### src/rtl/alu_seq_divider.sv
// alu_seq_divider: multi-cycle N-bit restoring divider, signed or unsigned,
// one quotient bit per cycle, start/busy/done handshake.
// Optional build macro DIV_EARLY_OUT_EN: when |B| > |A| the quotient is
// known to be zero, so the iterative phase is skipped.
module alu_seq_divider #(
  parameter int N = 32
) (
  input  logic         clk,
  input  logic         rst_n,
  input  logic         start,
  input  logic         is_signed,
  input  logic [N-1:0] A,
  input  logic [N-1:0] B,
  output logic         busy,
  output logic         done,
  output logic [N-1:0] Q,
  output logic [N-1:0] R,
  output logic         div_by_zero
);

  localparam int CW = $clog2(N);
  localparam logic [N-1:0]  ONE_N  = N'(1);
  localparam logic [N:0]    ONE_N1 = (N+1)'(1);
  localparam logic [CW-1:0] ONE_C  = CW'(1);

  typedef enum logic [1:0] {S_IDLE, S_CALC, S_FIX, S_DONE} state_t;

  state_t        state_q, state_d;
  logic [N:0]    rem_q;      // partial remainder magnitude (N+1 bits)
  logic [N-1:0]  dvd_q;      // dividend bits shift out, quotient bits shift in
  logic [N:0]    dsr_q;      // divisor magnitude
  logic          qneg_q, rneg_q, dbz_hit_q;
  logic [CW-1:0] cnt_q;
  logic          busy_q, done_q, dbz_q;
  logic [N-1:0]  q_q, r_q;

  // operand magnitudes, N+1 bits so |-2^(N-1)| is exact
  logic          a_neg, b_neg, b_zero, early, accept;
  logic [N:0]    a_sext, b_sext, mag_a, mag_b;
  logic [N+1:0]  rem_sh, trial;
  logic          fits;

  // operand decode and one restoring-division step
  always_comb begin
    a_neg  = is_signed & A[N-1];
    b_neg  = is_signed & B[N-1];
    a_sext = {a_neg, A};
    b_sext = {b_neg, B};
    mag_a  = a_neg ? (~a_sext + ONE_N1) : a_sext;
    mag_b  = b_neg ? (~b_sext + ONE_N1) : b_sext;
    b_zero = (B == '0);
`ifdef DIV_EARLY_OUT_EN
    early  = !b_zero && (mag_b > mag_a);
`else
    early  = 1'b0;
`endif
    accept = (state_q == S_IDLE) && start && !done_q;
    rem_sh = {rem_q, dvd_q[N-1]};
    trial  = rem_sh - {1'b0, dsr_q};
    fits   = !trial[N+1];
  end

  // next-state logic
  always_comb begin
    state_d = state_q;
    case (state_q)
      S_IDLE: if (accept) begin
        if (b_zero)     state_d = S_DONE;
        else if (early) state_d = S_FIX;
        else            state_d = S_CALC;
      end
      S_CALC: if (cnt_q == '0) state_d = S_FIX;
      S_FIX:  state_d = S_DONE;
      S_DONE: state_d = S_IDLE;
      default: state_d = S_IDLE;
    endcase
  end

  // state register
  always_ff @(posedge clk or negedge rst_n) begin
    if (!rst_n) state_q <= S_IDLE;
    else        state_q <= state_d;
  end

  // datapath and registered outputs
  always_ff @(posedge clk or negedge rst_n) begin
    if (!rst_n) begin
      rem_q     <= '0;
      dvd_q     <= '0;
      dsr_q     <= '0;
      qneg_q    <= 1'b0;
      rneg_q    <= 1'b0;
      dbz_hit_q <= 1'b0;
      cnt_q     <= '0;
      busy_q    <= 1'b0;
      done_q    <= 1'b0;
      dbz_q     <= 1'b0;
      q_q       <= '0;
      r_q       <= '0;
    end else begin
      busy_q <= (state_d != S_IDLE);
      done_q <= (state_q == S_DONE);
      case (state_q)
        S_IDLE: if (accept) begin
          // divide-by-zero parks the raw dividend in rem_q for R
          rem_q     <= b_zero ? {1'b0, A} : (early ? mag_a : '0);
          dvd_q     <= early ? '0 : mag_a[N-1:0];
          dsr_q     <= mag_b;
          qneg_q    <= a_neg ^ b_neg;
          rneg_q    <= a_neg;
          dbz_hit_q <= b_zero;
          cnt_q     <= CW'(N-1);
          dbz_q     <= 1'b0;
        end
        S_CALC: begin
          rem_q <= fits ? trial[N:0] : rem_sh[N:0];
          dvd_q <= {dvd_q[N-2:0], fits};
          if (cnt_q != '0) cnt_q <= cnt_q - ONE_C;
        end
        S_FIX: begin
          q_q <= qneg_q ? (~dvd_q + ONE_N) : dvd_q;
          r_q <= rneg_q ? (~rem_q[N-1:0] + ONE_N) : rem_q[N-1:0];
        end
        S_DONE: if (dbz_hit_q) begin
          q_q   <= '1;
          r_q   <= rem_q[N-1:0];
          dbz_q <= 1'b1;
        end
        default: ;
      endcase
    end
  end

  assign busy        = busy_q;
  assign done        = done_q;
  assign Q           = q_q;
  assign R           = r_q;
  assign div_by_zero = dbz_q;

endmodule
### config.mk
export PLATFORM = sky130hd
export DESIGN_NAME = alu_seq_divider
export DESIGN_NICKNAME = d
export VERILOG_FILES = /design/src/rtl/alu_seq_divider.sv
export SDC_FILE = /design/constraint.sdc
export NUM_CORES = 1
export LEC_CHECK = 0
export CAP_MARGIN = 10
export CORE_MARGIN = 8
export CORE_UTILIZATION = 40
export DETAILED_ROUTE_END_ITERATION = 8
export PLACE_DENSITY_LB_ADDON = 0.1
export SLEW_MARGIN = 40
export SYNTH_ARGS = -nofsm -noshare
export SYNTH_HDL_FRONTEND = slang
export SYNTH_SLANG_ARGS = --single-unit
### constraint.sdc
create_clock -name clk -period 5.7 [get_ports clk]
set_input_delay 0.855 -clock clk [delete_from_list [all_inputs] [get_ports clk]]
set_output_delay 0.855 -clock clk [all_outputs]
set_load 0.1 [all_outputs]
==> metrics <==
status=completed; reg2reg path depth=10; largest net degree at the start of global routing=97; DIE WIDTH=186.0 µm; DRC violation count after routing=0; Post CTS Setup Buffer Count=0; maximum clock rate=265.1 MHz; Starting Density=0.4048; CP Launch Type=flip-flop; Gate Count Post-Synth=1328; Slew HR=0.4126; most common cell after layout, fill and taps aside=dfrtp_1; die height=186.0 µm; # IOs=135; reg-to-reg slack, setup=1.93 ns; max_cap viols=0; Rows=62; Global Route met2 Usage=0.3097; ys async rst share=1.000; max-slew violation count=0; Initial DRC Count=796; most used cell along the critical path=a21oi_1; sequential fraction of the synthesis area=0.3790; Critical Path RT=6.02 ns; hold buffer count at CTS=0; vias in the first global route=9812; Mapped Avg Cell Area=8.702 µm²; nets=1535; Final Hold Vio Count=0; RSZ-0062 raised after global routing=no; Fin Setup TNS=0 ns; number of setup violations in the final report=0; diode count=0; Arrival @ worst endpoint=4.09 ns; Crit path largest cell delay=0.49 ns; number of buffers added on ports=134; CORE AREA=0.02855 mm²; CP Buf/Inv Count=1; CP Class=reg -> reg; post-synthesis cell type count=76; GR peak layer=met2; Worst Tran Pin Value=0.8589 ns; detailed placement HPWL=26870 µm; fraction of layout cells with a size suffix above 1=0.1110; drt total wl=35280 µm; cells along the critical path=ha_1 > a2111o_1 > o211a_1 > a21oi_1 > o31a_1 > a21oi_1 > xor2_2 > nand2b_1 > buf_4 > o221a_2; Clock Latency Late Sink=0.44 ns; met3 usage=0.03494; yosys warns=0; H-tree depth=4; GRT Total Usage=0.2051; post-route insts no fill=1825; Area growth syn-to-layout=16.90%; initial antenna violation count=0; Final period util=0.6617; clk sinks=175; synthesized cell area=0.01156 mm²; clock-pin slew on the worst setup and hold paths=0.07 ns; Final ANT Viol Nets=0; drt pass-1 iters=5; #FFs+latches synth=175; commonest cells after routing, fill and taps aside=175 x dfrtp_1, 142 x o21ai_0, 131 x nand2_1; Post-synth EDFFs=0; global route overflow=0; placed insts=1792; Crit path depth=10; Hold Crit Class=in -> async; top_reg_cell synth=dfrtp_1; root buf cell=clkbuf_16; Synthesized Nets=1435; cts repair resizes=0; Critical Path Sink Type=flip-flop; global routing usage on met1=0.2965; min cycle time layout=3.772 ns; Slowest cell on crit path=nand2b_1; crit-path max FO=15; CTS Buf Count=17; GPL Wtd Cong=0.9176; DR WL/cell=19.33 µm; Top delay family on crit path=compound AO/OA/AOI/OAI gates; post-DR vias/cell=5.594; clk buf depth=2; first-pass GRT wire length=55570 µm; CTS tree=yes; vias post-DR=10210; clock skew=0.01866 ns; die area=0.03458 mm²
## final timing paths
path | to | from
setup / recovery | rem_q[18] | rem_q[5]
hold reg to reg | R[30] | R[30]
min in group clk | R[30] | R[30]
max in group asynchronous | dvd_q[4] | rst_n
setup reg to reg | rem_q[18] | rem_q[5]
hold / removal | dsr_q[11] | rst_n
## routing by layer
metal / vias to the layer above / part of all wire
li1: 4996 / -
met1: 4890 / 0.48
met2: 285 / 0.43
met3: 38 / 0.059
met4: 0 / 0.022
met5: - / 0
## synth_stat cells (all sizes together), types with 3 or more instances
master / n / area share
a211oi: 3 / 0.0019
a21o: 11 / 0.0071
a21oi: 112 / 0.049
a221o: 24 / 0.021
a221oi: 7 / 0.0053
a22oi: 31 / 0.020
a31oi: 10 / 0.0054
and2: 9 / 0.0049
and3: 8 / 0.0043
buf: 13 / 0.0074
clkbuf: 55 / 0.018
dfrtp: 175 / 0.38
ha: 38 / 0.041
inv: 56 / 0.018
mux2i: 8 / 0.0069
nand2: 131 / 0.043
nand2b: 16 / 0.0087
nand3: 29 / 0.013
nand3b: 3 / 0.0023
nand4: 4 / 0.0022
nor2: 105 / 0.034
nor2b: 7 / 0.0038
nor3: 29 / 0.013
nor3b: 3 / 0.0024
nor4: 16 / 0.011
o2111ai: 3 / 0.0023
o211a: 17 / 0.015
o211ai: 5 / 0.0037
o21a: 11 / 0.0071
o21ai: 143 / 0.062
o221a: 8 / 0.0078
o31a: 3 / 0.0023
o31ai: 25 / 0.018
o41ai: 8 / 0.0067
or2: 3 / 0.0016
or3: 15 / 0.010
or4: 12 / 0.0092
xnor2: 78 / 0.059
xor2: 70 / 0.053
## state kept, by name, summed over array words and instances (netlist names)
register	count
Q	32
R	32
busy	1
cnt_q	5
dbz_hit_q	1
div_by_zero	1
done	1
dsr_q	33
dvd_q	32
qneg_q	1
rem_q	33
rneg_q	1
state_q	2
## metrics by stage
step	setup WS, ns	area, µm²	hold WS [ns]	util
after floorplan	2.758	11560	0.4498	-
after global placement	1.809	13240	0.4623	0.4637
after detailed placement	1.750	12900	0.4647	0.4521
after CTS	1.989	13480	0.4744	0.4723
after global routing	1.772	13510	0.2644	0.4732
final	1.928	13510	0.2550	0.4732
## layout make-up
class                           instances  area [µm²]
Clock buffer                           18       429.2
Tap cell                              384       480.5
Fill cell                            2904       15040
Multi-Input combinational cell       1028        6711
Timing Repair Buffer                  150        1151
Sequential cell                       175        4379
Inverter                               56       210.2
Clock inverter                         14       147.6
## logic make-up (layout without fill, tap and decap cells)
kind of cell	Yosys count	count (layout)	synth area share
xor gates and xnor gates	148	148	0.1122
AOI/OAI and AO/OA	439	439	0.2487
muxes	8	8	0.006930
DFF	175	175	0.3790
and+or+nand+nor	394	394	0.1662
buffers and inverters	125	238	0.04418
adders and majority gates	39	39	0.04288
## worst register-to-register path: cells and delay by family (launching register included)
family          cells  cell delay [ns]
compound gates      6             1.77
xor+xnor            1             0.16
fa+ha+maj           1             0.40
buf+inv             1             0.36
flops               1             0.48
simple gates        1             0.49
Power is not shown: default switching activity piles up to over one toggle a cycle in this logic, so the estimate is an artifact.
